$ cat config.mk
export PLATFORM = sky130hd
export DESIGN_NAME = ysyx_24080006_mem_arbiter
export DESIGN_NICKNAME = d
export VERILOG_FILES = /design/src/rtl/ysyx_24080006_mem_arbiter_pkg.sv /design/src/rtl/ysyx_24080006_rr_pick.sv /design/src/rtl/ysyx_24080006_mem_arbiter.sv
export SDC_FILE = /design/constraint.sdc
export NUM_CORES = 1
export LEC_CHECK = 0
export ABC_CLOCK_PERIOD_IN_PS = 1600
export CORE_ASPECT_RATIO = 1.5
export CORE_MARGIN = 3
export CORE_UTILIZATION = 37
export DETAILED_ROUTE_END_ITERATION = 6
export MAX_ROUTING_LAYER = met4
export PLACE_DENSITY = 0.78
export SYNTH_ARGS = -nofsm -noshare
export SYNTH_HDL_FRONTEND = slang
export SYNTH_SLANG_ARGS = --single-unit
$ cat constraint.sdc
create_clock -name clock -period 1.6 [get_ports clock]
set_input_delay 0.32 -clock clock [delete_from_list [all_inputs] [get_ports clock]]
set_output_delay 0.32 -clock clock [all_outputs]
set_load 0.01 [all_outputs]
$ cat src/rtl/ysyx_24080006_mem_arbiter_pkg.sv
// Shared types and constants for the core memory arbiter and its helpers.
//   N_MST       : number of memory requesters (0 = IFU, 1 = LSU)
//   MEM_AW/DW   : address / data width of the core memory port
//   fsm_e       : arbiter sequencing states
//   axi_resp_e  : AXI4-Lite response encodings
//   mem_req_t   : request latched at grant time
//   resp_is_err : true for any response other than OKAY
package ysyx_24080006_mem_arbiter_pkg;

    localparam int N_MST  = 2;
    localparam int MEM_AW = 32;
    localparam int MEM_DW = 32;
    localparam int MEM_SW = MEM_DW / 8;

    typedef enum logic [1:0] {
        IDLE = 2'd0,
        EXEC = 2'd1,
        WAIT = 2'd2
    } fsm_e;

    typedef enum logic [1:0] {
        OKAY   = 2'd0,
        EXOKAY = 2'd1,
        SLVERR = 2'd2,
        DECERR = 2'd3
    } axi_resp_e;

    typedef struct packed {
        logic              we;
        logic [MEM_AW-1:0] addr;
        logic [MEM_DW-1:0] wdata;
        logic [MEM_SW-1:0] wstrb;
    } mem_req_t;

    function automatic logic resp_is_err(input logic [1:0] resp);
        return (axi_resp_e'(resp) != OKAY);
    endfunction

endpackage

$ cat src/rtl/ysyx_24080006_rr_pick.sv
// Combinational round-robin picker.
//   req      : in  N   request vector
//   last_gnt : in  IW  index of the most recently served requester
//   gnt      : out N   one-hot pick, searching from last_gnt+1 with wrap
module ysyx_24080006_rr_pick #(
    parameter int N  = 2,
    parameter int IW = (N > 1) ? $clog2(N) : 1
) (
    input  logic [N-1:0]  req,
    input  logic [IW-1:0] last_gnt,
    output logic [N-1:0]  gnt
);

    int   idx_s;
    logic found_s;

    // Walk the requesters starting just after the last winner; the first set bit wins.
    always_comb begin
        gnt     = '0;
        found_s = 1'b0;
        idx_s   = 0;
        for (int k = 1; k <= N; k++) begin
            idx_s = (int'(last_gnt) + k) % N;
            if (!found_s && req[idx_s[IW-1:0]]) begin
                gnt[idx_s[IW-1:0]] = 1'b1;
                found_s            = 1'b1;
            end else begin
                found_s = found_s;
            end
        end
    end

endmodule

$ cat src/rtl/ysyx_24080006_mem_arbiter.sv
// Round-robin arbiter sharing the core's single AXI4-Lite port between
// N_MST simple request/response masters. One transaction outstanding at a time.
//   clock, reset_n                 : clock, asynchronous active-low reset
//   req_valid/req_ready            : per-master request handshake (ready one-hot, IDLE only)
//   req_we/addr/wdata/wstrb        : per-master request payload, master i at [i*W +: W]
//   rsp_valid                      : one-cycle response pulse to the served master
//   rsp_rdata, rsp_err             : shared read data, non-OKAY flag
//   ar*/r*/aw*/w*/b*               : AXI4-Lite master channels
module ysyx_24080006_mem_arbiter
    import ysyx_24080006_mem_arbiter_pkg::*;
#(
    parameter int N_MST = ysyx_24080006_mem_arbiter_pkg::N_MST,
    parameter int AW    = 32,
    parameter int DW    = 32
) (
    input  logic                    clock,
    input  logic                    reset_n,
    input  logic [N_MST-1:0]        req_valid,
    output logic [N_MST-1:0]        req_ready,
    input  logic [N_MST-1:0]        req_we,
    input  logic [N_MST*AW-1:0]     req_addr,
    input  logic [N_MST*DW-1:0]     req_wdata,
    input  logic [N_MST*DW/8-1:0]   req_wstrb,
    output logic [N_MST-1:0]        rsp_valid,
    output logic [DW-1:0]           rsp_rdata,
    output logic                    rsp_err,
    output logic                    arvalid,
    input  logic                    arready,
    output logic [AW-1:0]           araddr,
    input  logic                    rvalid,
    output logic                    rready,
    input  logic [DW-1:0]           rdata,
    input  logic [1:0]              rresp,
    output logic                    awvalid,
    input  logic                    awready,
    output logic [AW-1:0]           awaddr,
    output logic                    wvalid,
    input  logic                    wready,
    output logic [DW-1:0]           wdata,
    output logic [DW/8-1:0]         wstrb,
    input  logic                    bvalid,
    output logic                    bready,
    input  logic [1:0]              bresp
);

    localparam int IW = (N_MST > 1) ? $clog2(N_MST) : 1;
    localparam int SW = DW / 8;

    fsm_e             state_r;
    logic [IW-1:0]    last_gnt_r;
    logic [IW-1:0]    gnt_r;
    mem_req_t         req_r;
    logic             aw_done_r;
    logic             w_done_r;

    logic [N_MST-1:0] pick_s;
    logic [IW-1:0]    pick_idx_s;
    mem_req_t         sel_req_s;
    logic [N_MST-1:0] gnt_onehot_s;
    logic             aw_fire_s;
    logic             w_fire_s;
    logic             aw_all_s;
    logic             w_all_s;

    ysyx_24080006_rr_pick #(
        .N  (N_MST),
        .IW (IW)
    ) u_rr_pick (
        .req      (req_valid),
        .last_gnt (last_gnt_r),
        .gnt      (pick_s)
    );

    // Convert the one-hot pick into an index for payload selection.
    always_comb begin
        pick_idx_s = '0;
        for (int i = 0; i < N_MST; i++) begin
            if (pick_s[i]) begin
                pick_idx_s = IW'(i);
            end else begin
                pick_idx_s = pick_idx_s;
            end
        end
    end

    // Route the picked master's payload into the request record.
    always_comb begin
        sel_req_s       = '0;
        sel_req_s.we    = req_we[pick_idx_s];
        sel_req_s.addr  = req_addr[pick_idx_s*AW +: AW];
        sel_req_s.wdata = req_wdata[pick_idx_s*DW +: DW];
        sel_req_s.wstrb = req_wstrb[pick_idx_s*SW +: SW];
    end

    // Offer the grant only in IDLE; gating with reset_n keeps it low while reset is held.
    always_comb begin
        if (reset_n && (state_r == IDLE)) begin
            req_ready = pick_s;
        end else begin
            req_ready = '0;
        end
    end

    // One-hot form of the latched grant for the response pulse.
    always_comb begin
        gnt_onehot_s = '0;
        for (int i = 0; i < N_MST; i++) begin
            gnt_onehot_s[i] = (gnt_r == IW'(i));
        end
    end

    // Write-channel progress: address and data complete independently, possibly together.
    always_comb begin
        aw_fire_s = awvalid & awready;
        w_fire_s  = wvalid & wready;
        aw_all_s  = aw_done_r | aw_fire_s;
        w_all_s   = w_done_r | w_fire_s;
    end

    // Address and data outputs come straight from the latched request register.
    assign araddr = req_r.addr;
    assign awaddr = req_r.addr;
    assign wdata  = req_r.wdata;
    assign wstrb  = req_r.wstrb;

    // Sequencer: grant, drive the AXI channels, collect the response.
    always_ff @(posedge clock or negedge reset_n) begin
        if (!reset_n) begin
            state_r    <= IDLE;
            last_gnt_r <= IW'(N_MST - 1);
            gnt_r      <= '0;
            req_r      <= '0;
            aw_done_r  <= 1'b0;
            w_done_r   <= 1'b0;
            rsp_valid  <= '0;
            rsp_rdata  <= '0;
            rsp_err    <= 1'b0;
            arvalid    <= 1'b0;
            rready     <= 1'b0;
            awvalid    <= 1'b0;
            wvalid     <= 1'b0;
            bready     <= 1'b0;
        end else begin
            rsp_valid <= '0;
            rsp_err   <= 1'b0;
            case (state_r)
                IDLE: begin
                    if (|pick_s) begin
                        gnt_r     <= pick_idx_s;
                        req_r     <= sel_req_s;
                        aw_done_r <= 1'b0;
                        w_done_r  <= 1'b0;
                        if (sel_req_s.we) begin
                            awvalid <= 1'b1;
                            wvalid  <= 1'b1;
                        end else begin
                            arvalid <= 1'b1;
                        end
                        state_r <= EXEC;
                    end
                end
                EXEC: begin
                    if (req_r.we) begin
                        if (aw_fire_s) begin
                            awvalid   <= 1'b0;
                            aw_done_r <= 1'b1;
                        end
                        if (w_fire_s) begin
                            wvalid   <= 1'b0;
                            w_done_r <= 1'b1;
                        end
                        if (aw_all_s && w_all_s) begin
                            bready  <= 1'b1;
                            state_r <= WAIT;
                        end
                    end else begin
                        if (arready) begin
                            arvalid <= 1'b0;
                            rready  <= 1'b1;
                            state_r <= WAIT;
                        end
                    end
                end
                WAIT: begin
                    if (req_r.we) begin
                        if (bvalid) begin
                            bready     <= 1'b0;
                            rsp_err    <= resp_is_err(bresp);
                            rsp_valid  <= gnt_onehot_s;
                            last_gnt_r <= gnt_r;
                            state_r    <= IDLE;
                        end
                    end else begin
                        if (rvalid) begin
                            rready     <= 1'b0;
                            rsp_rdata  <= rdata;
                            rsp_err    <= resp_is_err(rresp);
                            rsp_valid  <= gnt_onehot_s;
                            last_gnt_r <= gnt_r;
                            state_r    <= IDLE;
                        end
                    end
                end
                default: begin
                    arvalid <= 1'b0;
                    rready  <= 1'b0;
                    awvalid <= 1'b0;
                    wvalid  <= 1'b0;
                    bready  <= 1'b0;
                    state_r <= IDLE;
                end
            endcase
        end
    end

endmodule

### Word level (Yosys, flattened, before mapping)

Cells that the tools add are included.

| storage, ports and cells | value |
|---|---|
| memory bits (read-only) | 0 |
| memories | 0 |
| bits in latches | 0 |
| output and inout port bits | 142 |
| register bits after elaboration | 115 |
| logic and storage cells | 143 |
| input bits | 183 |
| RAM bits | 0 |

| operators by class | value |
|---|---|
| reductions and logical operators | 23 |
| div/mod/pow operators | 0 |
| mux-type cells | 64 |
| add/sub/neg operators | 2 |
| bitwise operators | 9 |
| order comparisons | 5 |
| equality and inequality tests | 20 |
| $mul | 0 |
| shifts and indexed selects | 3 |

Operator list:

| kind | number |
|---|---|
| $shiftx 64x7->32 | 2 |
| $mux 1 | 40 |
| $reduce_and 5->1 | 6 |
| $mux 2 | 14 |
| $ne 2x2->1 const B | 13 |
| $pmux 1 s3 | 5 |
| $ne 3x3->1 const B | 4 |
| $reduce_and 4->1 | 2 |
| $reduce_bool 2->1 | 4 |
| $shiftx 8x4->4 | 1 |
| $lt 1x2->1 const B | 3 |
| $pmux 2 s3 | 1 |
| $reduce_and 3->1 | 2 |
| $logic_and 1x1->1 | 5 |
| $not 1->1 | 4 |
| $pmux 1 s2 | 2 |
| $add 1x1->1 const B | 2 |
| $and 1x1->1 | 2 |
| $demux 1 s1 | 2 |
| $eq 2x1->1 const B | 1 |
| $eq 2x2->1 const B | 1 |
| $ge 1x1->1 const B | 2 |
| $logic_not 2->1 | 1 |
| $ne 2x1->1 const B | 1 |
| 5 further kinds | 6 |

### Logic depth before layout (Yosys ltp)

Gate-level depths: netlist of the first run.

| logic depth | value |
|---|---|
| depth in word-level cells | 14 |
| mapped depth | 6 |
| depth with buffers taken out | 3 |

### Modules after synthesis

From an unflattened synthesis of the first run, not the netlist that was laid out.

| second synthesis, totals | value |
|---|---|
| cells, all modules | 460 |
| area, all modules | 5983.2 µm² |

By module, submodules not included:

| module | times used | area each (µm²) | cells an instance | sequential area each (µm²) |
|---|---|---|---|---|
| ysyx_24080006_mem_arbiter | 1 | 5964.5 | 457 | 2879.0 |
| ysyx_24080006_rr_pick | 1 | 18.8 | 3 | 0.0 |

### Worst setup path after synthesis of the first run

Ideal clock, no wire load.

| timing path | value |
|---|---|
| path type | register to register |
| start point | register last_gnt_r |
| end point | register req_r, in the netlist wdata[3] |
| data arrival time | 1.489 ns |
| buffers on the path | 2 |
| slack | -0.014 ns |
| stages on the path, launching flop included | 6 |
| data required time | 1.475 ns |
| library setup time | 0.125 ns |
| clock period less this slack | 1.614 ns |
| path through | dfstp_2 -> a21bo_1 -> buf_6 -> buf_12 -> mux2_4 -> mux2_4 |

| on the way | value |
|---|---|
| longest elaborated chain between the ends | 10 |
| elaborated cells between the ends (all ways) | 26 |
| those cells by class | add/sub: 2; order compare: 4; shift: 1; mux: 12; bitwise: 1; reduce/logical: 6 |

Ends and longest elaborated chain:

| what | RTL line | RTL |
|---|---|---|
| from (decl) | ysyx_24080006_mem_arbiter.sv:50 | `logic [IW-1:0] last_gnt_r;` |
| from (signal assigned) | ysyx_24080006_mem_arbiter.sv:130 | `last_gnt_r <= IW'(N_MST - 1);` |
| from (signal assigned) | ysyx_24080006_mem_arbiter.sv:190 | `last_gnt_r <= gnt_r;` |
| from (signal assigned) | ysyx_24080006_mem_arbiter.sv:199 | `last_gnt_r <= gnt_r;` |
| $add 1x1->1 | ysyx_24080006_rr_pick.sv:23 | `idx_s = (int'(last_gnt) + k) % N;` |
| $lt 1x2->1 (not written as such) or $ge 1x1->1 (tied branches) | ysyx_24080006_rr_pick.sv:25 | `gnt[idx_s[IW-1:0]] = 1'b1;` |
| $logic_and 1x1->1 (not written as such) | ysyx_24080006_rr_pick.sv:25 |  |
| $mux 1 (not written as such) | ysyx_24080006_rr_pick.sv:25 |  |
| $demux 1 s1 | - |  |
| $mux 2 | ysyx_24080006_rr_pick.sv:24 | `if (!found_s && req[idx_s[IW-1:0]]) begin` |
| $or 2x2->2 (no line) | - |  |
| $mux 2 * | ysyx_24080006_rr_pick.sv:24 |  |
| $mux 1 or $reduce_or 2->1 (tied branches) | ysyx_24080006_mem_arbiter.sv:78, ysyx_24080006_mem_arbiter.sv:148 |  |
| $shiftx 64x7->32 or $reduce_and 2->1 (tied branches) | - |  |
| to (signal assigned) | ysyx_24080006_mem_arbiter.sv:150 | `req_r <= sel_req_s;` |
| to (decl) | ysyx_24080006_mem_arbiter.sv:52 | `mem_req_t req_r;` |

Every way passes the cells marked *; elsewhere a longest branch is shown, timed or not. The select of a mux whose other input is x is not followed.
A chain may end at the register's enable or synchronous reset.

### Worst setup path in the final report of the first run

| timing path | value |
|---|---|
| start point | register last_gnt_r |
| end point | register req_r, in the netlist wdata[28] |

Same word-level chain as after synthesis.

==> results.json, run 1 <==
{
  "run_status": "finished, violations left",
  "violated_checks": "negative setup slack",
  "ant_nets": 0,
  "final_cells": 952,
  "globalRouteTotalUtil_pct": 18.6,
  "num_antenna_cells": 0,
  "aggregate_routed_wire_length_um": 18500,
  "critical_path_peak_fanout": 8,
  "detailed_place.area_mm2": 0.00940,
  "synth.avg_cell_area_um2": 14.4,
  "max_cap_check_violation_count": 0,
  "dp_slack_ps": -479,
  "detailroute.wirelength.met2_um": 10300,
  "multi_input_area_mm2": 0.00274,
  "final_util_pct": 58.5,
  "critPathRequiredTime_ps": 1880,
  "crit_arrival_ps": 2010,
  "post_drt_wl_per_cell_um": 19.4,
  "cts_buffer_depth": 2,
  "cts_hold_buffers": 0,
  "async_flop_share_pct": 100,
  "antenna_found_initial": 0,
  "count_of_flip_flops_with_a_built_in_enable_after_synthesis": 0,
  "clock.fmax_mhz": 579,
  "start_util_pct": 37.8,
  "die-area_mm2": 0.0194,
  "total_negative_setup_slack_ps": -7300,
  "timing.setup.critical_path_class": "register to register",
  "yosys_most_used_dff": "sky130_fd_sc_hd__dfrtp_1",
  "rsz0062_at_grt": "yes",
  "clkTransAtPathRegs_ps": 60,
  "reg2regPathDepth": 5,
  "powerDensity_mw_per_mm2": 1840,
  "nets": 909,
  "vias_per_cell": 4.63,
  "drive_gt1_share_pct": 34.2,
  "postSynthRegisterBits": 115,
  "synth_largest_area_cell": "sky130_fd_sc_hd__dfrtp_1",
  "cellLeakagePower_nw": 4.89,
  "max-vdd-ir-drop_uv": 887,
  "min_period_over_period_pct": 108,
  "critPathCaptureType": "register",
  "netlist_area_mm2": 0.00658,
  "top_cell_type_s_share_of_synthesized_area_pct": 43.4,
  "grt_pass1_wl_um": 27000,
  "placed_cells": 906,
  "numCtsBuffers": 17,
  "worstMarginPinSlew_ps": 606,
  "cts_root_buffer": "sky130_fd_sc_hd__clkbuf_16",
  "layout_cell_area_excl_fill_mm2": 0.0102,
  "grt_pass1_vias": 4875,
  "synthTopCellsByArea": "sky130_fd_sc_hd__dfrtp_1 43%, sky130_fd_sc_hd__mux2_4 31%, sky130_fd_sc_hd__buf_4 12%",
  "detail_route.wirelength.met1_um": 6830,
  "post_layout_minimum_cycle_time_ps": 1730,
  "critPathLaunchType": "register",
  "dp.final_hpwl_um": 13800,
  "area.growth.synth_to_final_pct": 54.9,
  "io_buffer_count": 324,
  "worst_skew_pair.late_latency_ps": 400,
  "h_tree_level_count": 4,
  "cpMaxStageDelayCell": "sky130_fd_sc_hd__dfstp_2",
  "slowest_delay_ps": 540,
  "r2r-start": "last_gnt_r$_DFFE_PN1P_",
  "yosysWarnings": 0,
  "gr-total-overflow": 0,
  "drc": 0,
  "grt_start_max_net_pins": 116,
  "floorplan.die.width_um": 115,
  "setup.reg_to_reg.worst_slack_ps": -130,
  "timing.hold.worst.class": "primary input to async pin",
  "place_congestion": 0.886,
  "path_common_cell": "sky130_fd_sc_hd__mux2_4",
  "drt-initial-drc-count": 168,
  "slew_headroom_pct": 59.6,
  "num_io_pins": 325,
  "setup_viol": 69,
  "crit_chain": "a21bo_4 -> buf_12 -> clkbuf_16 -> mux2_4 -> mux2_4",
  "synth.lib_cells_used.distinct": 31,
  "fp-row-count": 59,
  "hold_viol": 0,
  "slew_viol_final": 0,
  "route.top_layer_used": "met4",
  "dieHeight_um": 169,
  "core-area_mm2": 0.0174,
  "clock-skew-final_ps": 9.11,
  "regArea_mm2": 0.00288,
  "detailroute.via_count": 4410,
  "critical_path.reg2reg.endpoint": "wdata[28]$_DFFE_PN0P_",
  "synth_cells": 458,
  "firstDrtPassIters": 4,
  "synth_fp_nets": 641,
  "clock-sinks": 115,
  "cts_tree": "yes",
  "fillers": 1431,
  "synth_seq_area_share_pct": 43.8,
  "routed-wl-met3_um": 979,
  "post-route-worst-setup-slack_ps": -126
}
[cell families (layout without fill, tap and decap cells)]
logic type	after synthesis	in the layout	share of synthesized area, %
AOI/OAI and AO/OA	25	26	2.51
buffers and inverters	125	405	15.2
muxes	171	171	36.9
DFF	115	115	43.8
and+or+nand+nor	22	22	1.64
[flip-flops by register name, summed over array words and instances (netlist names), 2 cells and up]
register,cells
wstrb,4
wdata,32
araddr,32
rsp_rdata,32
state_r,2
rsp_valid,2
[synth_stat cells (2+ instances only)]
cell                       count
sky130_fd_sc_hd__mux2_2       33
sky130_fd_sc_hd__nand2b_1      3
sky130_fd_sc_hd__nand2_1       4
sky130_fd_sc_hd__nor2_1        7
sky130_fd_sc_hd__inv_1         5
sky130_fd_sc_hd__a21oi_1       5
sky130_fd_sc_hd__buf_4       108
sky130_fd_sc_hd__dfrtp_1     114
sky130_fd_sc_hd__buf_12        7
sky130_fd_sc_hd__mux2_4      134
sky130_fd_sc_hd__mux2i_1       2
sky130_fd_sc_hd__mux2_1        2
sky130_fd_sc_hd__a41oi_1       2
sky130_fd_sc_hd__a21o_1        2
sky130_fd_sc_hd__buf_2         4
sky130_fd_sc_hd__o221ai_1      2
sky130_fd_sc_hd__nor2b_1       3
sky130_fd_sc_hd__o21ai_0       8
[placed cells by master (no fill, tap or decap), drive strengths merged, types with 2 or more instances in the layout]
cell type and instances:
clkdlybuf4s50 180, clkbuf 21, nand2 4, dfrtp 114, o21a 2, o21ai 8
a21o 2, a41oi 2, nor2b 3, dlygate4sd2 140, inv 7, a21oi 5
buf 43, o221ai 2, nand2b 3, bufinv 6, nor2 8, mux2i 2
mux2 169, clkinv 6
[worst max-delay path, delay by kind of cell, from the launching register on]
family / cells / cell delay [ps]
buf+inv: 2 / 330
mux: 2 / 550
compound gates: 1 / 170
flops: 1 / 540
[stage by stage]
| stage | hold WS (ps) | total power, mW |
|---|---|---|
| after floorplan | 24.4 | 11.9 |
| after CTS | 73.9 | 18.7 |
| after global placement | 461 | 15.1 |
| after detailed placement | 481 | 15.4 |
| final | 64.2 | 18.7 |
| after global routing | 95.9 | 19.7 |
[power by group]
part | switching, mW | internal [mW] | leakage, nW | total, mW
Clock | 1.41 | 2.94 | 0.328 | 4.35
Sequential | 0.977 | 4.41 | 1.37 | 5.39
Combinational | 3.59 | 5.38 | 3.19 | 8.97
[per-layer routing]
metal / global-route usage (%) / vias to the layer above
li1: - / 2025
met1: 20.7 / 2167
met2: 32.9 / 194
met3: 4.07 / 24
met4: 5.77 / 0
met5: - / -
[layout make-up]
class                           instances  share of cell area (%)
Clock inverter                         15                    2.49
Tap cell                              213                    2.62
Clock buffer                           17                    4.18
Timing Repair Buffer                  368                    35.4
Sequential cell                       115                    28.3
Inverter                                5                   0.184
Multi-Input combinational cell        219                    26.9
[how the worst max path moves through the flow]
stage | to | from | cells after the start | slack, ps
final | wdata[28]$_DFFE_PN0P_ | last_gnt_r$_DFFE_PN1P_ | 5 | -130
after global routing | araddr[24]$_DFFE_PN0P_ | last_gnt_r$_DFFE_PN1P_ | 5 | -160
after CTS | araddr[12]$_DFFE_PN0P_ | last_gnt_r$_DFFE_PN1P_ | 5 | -140
after detailed placement | wdata[2]$_DFFE_PN0P_ | req_valid[0] | 5 | -480
after global placement | req_ready[1] | req_valid[1] | 4 | -450
after floorplan | wdata[3]$_DFFE_PN0P_ | last_gnt_r$_DFFE_PN1P_ | 5 | -10
[repair_timing]
action / CTS / global route
buffers inserted: 5 / 4
pin swaps: 2 / 2
resized for setup: 159 / 11
gates cloned: 1 / 5
setup endpoints to repair: 208 / 72
No activity file was read; power rests on OpenSTA's default activity.
==> inputs of run 2 (changes only) <==
- PLACE_DENSITY: 0.78 -> default
- PLACE_DENSITY_LB_ADDON: default -> 0.3
==> run 2 against run 1 <==
Effect of this change:
- critical path type unchanged
- count of clock-buffer cells in the layout rose by 1
- cell area fell by 2.2%
- the flow still finishes with violations (negative setup slack)
- first-iteration DRC count rose by 29%
- routed wire length fell by 4.9%
- clock power fell by 12%
- clock skew rose by 4.0 ps
- sequential cell count did not move
==> results.json, run 2 (synthesis results as in run 1) <==
{
  "critPathLaunchType": "register",
  "layout_commonest_cell": "sky130_fd_sc_hd__clkdlybuf4s50_1",
  "cpMaxStageDelayCell": "sky130_fd_sc_hd__dfstp_2",
  "area.growth.synth_to_final_pct": 51.4,
  "placed_cells": 898,
  "clock-skew-final_ps": 13.1,
  "place_congestion": 0.749,
  "dp_slack_ps": -499,
  "layout_cell_area_excl_fill_mm2": 0.00996,
  "io_buffer_count": 324,
  "h_tree_level_count": 4,
  "slowest_delay_ps": 550,
  "ant_nets": 0,
  "hold_viol": 0,
  "globalRouteTotalUtil_pct": 17.9,
  "grt_pass1_wl_um": 25900,
  "drt-initial-drc-count": 216,
  "grt_pass1_vias": 4824,
  "max-vdd-ir-drop_uv": 636,
  "path_common_cell": "sky130_fd_sc_hd__mux2_4",
  "firstDrtPassIters": 4,
  "path_delay_family": "multiplexers",
  "gr-total-overflow": 0,
  "vias_per_cell": 4.67,
  "detailed_place.area_mm2": 0.00937,
  "num_io_pins": 325,
  "cts_tree": "yes",
  "post-route-worst-setup-slack_ps": -135,
  "start_util_pct": 37.8,
  "final_cells": 941,
  "dp.final_hpwl_um": 13200,
  "die-area_mm2": 0.0194,
  "min_period_over_period_pct": 108,
  "grt_start_max_net_pins": 116,
  "critPathCaptureType": "register",
  "clock-sinks": 115,
  "fp-row-count": 59,
  "max_cap_check_violation_count": 0,
  "cts_root_buffer": "sky130_fd_sc_hd__clkbuf_16",
  "violated_checks": "negative setup slack",
  "final_util_pct": 57.2,
  "crit_chain": "a21bo_4 -> buf_12 -> clkbuf_16 -> mux2_4 -> mux2_4",
  "numCtsBuffers": 17,
  "num_antenna_cells": 0,
  "timing.hold.worst.class": "primary input to async pin",
  "rsz0062_at_grt": "yes",
  "timing.setup.critical_path_class": "register to register",
  "slew_viol_final": 0,
  "crit_buf_inv": 2,
  "worstMarginPinSlew_ps": 619,
  "layout_common_cells": "181 x sky130_fd_sc_hd__clkdlybuf4s50_1, 138 x sky130_fd_sc_hd__dlygate4sd2_1, 134 x sky130_fd_sc_hd__mux2_4",
  "core-area_mm2": 0.0174,
  "detailroute.wirelength.met2_um": 9860,
  "aggregate_routed_wire_length_um": 17600,
  "clock.fmax_mhz": 576,
  "route.top_layer_used": "met4",
  "floorplan.die.width_um": 115,
  "nets": 898,
  "critPathRequiredTime_ps": 1880,
  "cellLeakagePower_nw": 4.75,
  "drc": 0,
  "slew_headroom_pct": 58.7,
  "crit_arrival_ps": 2010,
  "drive_gt1_share_pct": 33.1,
  "post_layout_minimum_cycle_time_ps": 1730,
  "detailroute.via_count": 4395,
  "routed-wl-met3_um": 916,
  "clkTransAtPathRegs_ps": 60,
  "cts_buffer_depth": 2,
  "critical_path_peak_fanout": 10,
  "antenna_found_initial": 0,
  "post_drt_wl_per_cell_um": 18.7,
  "detail_route.wirelength.met1_um": 6360,
  "powerDensity_mw_per_mm2": 1800,
  "setup_viol": 69,
  "worst_skew_pair.late_latency_ps": 410,
  "totalPowerFinal_mw": 17.9,
  "run_status": "finished, violations left",
  "dieHeight_um": 169
}
==> run 2: changes by cell type in the layout (fill, tap and decap cells not counted), moves of 2 or more <==
cell	change
sky130_fd_sc_hd__buf_4	-8
sky130_fd_sc_hd__clkbuf_16	-3
sky130_fd_sc_hd__inv_6	+3
sky130_fd_sc_hd__clkinv_4	-2
sky130_fd_sc_hd__nor2_2	-2
sky130_fd_sc_hd__bufinv_16	-4
sky130_fd_sc_hd__dlygate4sd2_1	-2
sky130_fd_sc_hd__mux2_2	+3
sky130_fd_sc_hd__mux2_4	-3
sky130_fd_sc_hd__nor2_1	+2
sky130_fd_sc_hd__inv_8	+2
==> run 2: layout make-up <==
type	instances	area, um2
Timing Repair Buffer	358	3480
Inverter	5	18.8
Multi-Input combinational cell	218	2720
Clock inverter	14	168
Sequential cell	115	2880
Tap cell	213	267
Clock buffer	18	429
Fill cell	1451	7460
==> run 2: worst paths after layout <==
path | from | to | slack (ps) | depth (start not counted)
max | last_gnt_r$_DFFE_PN1P_ | araddr[23]$_DFFE_PN0P_ | -130 | 5
min | reset_n | rsp_valid[0]$_DFF_PN0_ | 30 | 2
max reg2reg | last_gnt_r$_DFFE_PN1P_ | araddr[23]$_DFFE_PN0P_ | -130 | 5
min reg2reg | gnt_r$_DFFE_PN0P_ | rsp_valid[0]$_DFF_PN0_ | 490 | 1
max in group asynchronous | reset_n | araddr[20]$_DFFE_PN0P_ | 1120 | 2
min in group clock | gnt_r$_DFFE_PN0P_ | rsp_valid[0]$_DFF_PN0_ | 490 | 1
==> run 2: repair_timing <==
action / CTS / global route
endpoints found under the setup margin: 208 / 78
gates resized for setup: 160 / 4
pin swaps: 4 / 2
buffers inserted: 8 / 1
hold buffers: 0 / 0
cloned: 1 / 1
==> run 2: per-layer routing <==
metal / GRT usage [%] / vias up
met5: - / -
met4: 6.89 / 0
met3: 3.14 / 30
met2: 33.0 / 196
met1: 18.7 / 2167
li1: - / 2002
==> run 2: stage by stage <==
stage                     setup TNS (ps)  hold WS, ps
after floorplan                     -657         24.4
after global placement            -32310          468
after detailed placement          -36810          479
after CTS                          -8080         42.0
after global routing              -10250         73.5
final                              -7330         33.2
==> run 2: where the power goes <==
part | total, mW | switching [mW] | internal, mW | leakage, nW
registers | 5.33 | 0.919 | 4.41 | 1.37
logic | 8.79 | 3.55 | 5.24 | 3.09
clock network | 3.81 | 1.47 | 2.34 | 0.286
==> inputs of run 3 (changes only) <==
- ABC_CLOCK_PERIOD_IN_PS: 1600 -> 1700
- CORE_UTILIZATION: 37 -> 41
- SLEW_MARGIN: default -> 10
- clock period: 1.6 -> 1.7 ns (I/O delays scaled with it)
==> run 3 against run 2 <==
Effect of this change:
- the flow still finishes with violations (negative setup slack)
- combinational power is 1% higher
- cell area up 1.8%
- via count fell by 1.7%
- sequential cell count stayed put
- highest routed layer unchanged
==> results.json, run 3 (synthesis results as in run 1) <==
{
  "crit_path_start": "last_gnt_r$_DFFE_PN1P_",
  "max_cap_check_violation_count": 0,
  "dp_slack_ps": -447,
  "aggregate_routed_wire_length_um": 17100,
  "start_util_pct": 41.9,
  "reg2regPathDepth": 5,
  "floorplan.die.width_um": 109,
  "run_status": "finished, violations left",
  "clock-sinks": 115,
  "core-area_mm2": 0.0157,
  "dp.final_hpwl_um": 12500,
  "critical_path.reg2reg.endpoint": "araddr[16]$_DFFE_PN0P_",
  "critPathCaptureType": "register",
  "worst_skew_pair.late_latency_ps": 400,
  "r2r-start": "last_gnt_r$_DFFE_PN1P_",
  "layout_commonest_cell": "sky130_fd_sc_hd__clkdlybuf4s50_1",
  "rsz0062_at_grt": "yes",
  "post_layout_minimum_cycle_time_ps": 1760,
  "grt_pass1_wl_um": 24800,
  "cts_hold_buffers": 0,
  "worstMarginPinSlew_ps": 634,
  "ant_nets": 0,
  "io_buffer_count": 324,
  "area.growth.synth_to_final_pct": 54.1,
  "cellLeakagePower_nw": 4.89,
  "globalRouteTotalUtil_pct": 18.8,
  "gr-total-overflow": 0,
  "slew_headroom_pct": 57.7,
  "timing.setup.critical_path_class": "register to register",
  "cts_root_buffer": "sky130_fd_sc_hd__clkbuf_16",
  "critPathRequiredTime_ps": 1970,
  "totalPowerFinal_mw": 17.4,
  "min_period_over_period_pct": 103,
  "clock-skew-final_ps": 13.2,
  "drive_gt1_share_pct": 32.3,
  "slew_viol_final": 0,
  "timing.hold.worst.class": "primary input to async pin",
  "nets": 890,
  "max-vdd-ir-drop_uv": 750,
  "drt-initial-drc-count": 186,
  "h_tree_level_count": 4,
  "dieHeight_um": 161,
  "detailroute.via_count": 4321,
  "cts_tree": "yes",
  "setup_viol": 55,
  "grt_pass1_vias": 4716,
  "setup.reg_to_reg.worst_slack_ps": -60,
  "die-area_mm2": 0.0176,
  "drc": 0,
  "place_congestion": 0.809,
  "grt_start_max_net_pins": 116,
  "powerDensity_mw_per_mm2": 1720,
  "post_drt_wl_per_cell_um": 18.5,
  "vias_per_cell": 4.69,
  "antenna_found_initial": 0,
  "num_antenna_cells": 0,
  "critical_path_peak_fanout": 15,
  "numCtsBuffers": 17,
  "crit_arrival_ps": 2030,
  "clkTransAtPathRegs_ps": 50,
  "critPathLaunchType": "register",
  "layout_common_cells": "254 x sky130_fd_sc_hd__clkdlybuf4s50_1, 136 x sky130_fd_sc_hd__mux2_4, 114 x sky130_fd_sc_hd__dfrtp_1",
  "cts_buffer_depth": 2,
  "clock.fmax_mhz": 569,
  "fp-row-count": 56,
  "violated_checks": "negative setup slack",
  "firstDrtPassIters": 4,
  "num_io_pins": 325,
  "hold_viol": 0,
  "post-route-worst-setup-slack_ps": -58.5
}
## run 3: timing repair
item	4_1_cts	5_1_grt
setup buffers	1	2
setup endpoints to repair	81	113
pin swaps	0	0
cloned	0	5
gates resized for setup	39	46
## run 3: final cells by class
| class | instances | area [um2] |
|---|---|---|
| timing repair buffer | 350 | 3670 |
| inverter | 5 | 18.8 |
| clock inverter | 9 | 105 |
| multi-input combinational | 218 | 2740 |
| tap | 203 | 254 |
| fill | 1201 | 5560 |
| clock buffer | 22 | 474 |
| sequential | 115 | 2880 |
## run 3: metrics by stage
| stage | cell area [um2] | TNS [ps] | hold WS, ps | util, % | cells |
|---|---|---|---|---|---|
| finish | 10100 | -1810 | 24.0 | 64.6 | 922 |
| global route | 10100 | -4550 | 88.6 | 64.6 | 922 |
| CTS | 9870 | -1820 | 83.1 | 62.9 | 915 |
| detailed placement | 9320 | -29590 | 468 | 59.4 | 883 |
| global placement | 9320 | -26910 | 455 | 59.4 | 883 |
| floorplan | 6580 | 0 | 44.4 | - | 458 |
## run 3: worst max path at each step
stage | to | slack (ps) | cells after the start
6_report | araddr[16]$_DFFE_PN0P_ | -60 | 5
4_1_cts | wdata[2]$_DFFE_PN0P_ | -90 | 4
3_5_place_dp | req_ready[1] | -450 | 4
5_1_grt | araddr[16]$_DFFE_PN0P_ | -100 | 5
2_1_floorplan | wdata[3]$_DFFE_PN0P_ | 90 | 5
3_3_place_gp | req_ready[1] | -480 | 4
## run 3: routing by layer
| metal | routed length, um | GRT usage [%] |
|---|---|---|
| met1 | 6020 | 20.0 |
| met2 | 9630 | 34.0 |
| met3 | 1010 | 3.48 |
| met4 | 395 | 7.09 |
| met5 | 0 | - |
## run 3: critical path, stage by stage (launching register included)
cell,delay (ps)
sky130_fd_sc_hd__dfstp_2,540
sky130_fd_sc_hd__a21bo_4,180
sky130_fd_sc_hd__buf_12,150
sky130_fd_sc_hd__buf_16,170
sky130_fd_sc_hd__mux2_4,310
sky130_fd_sc_hd__mux2_4,260
## run 3: power breakdown
group | switching, mW | internal, mW
Sequential | 0.931 | 4.16
Clock | 1.19 | 2.26
Combinational | 3.24 | 5.67
Total | 5.36 | 12.1
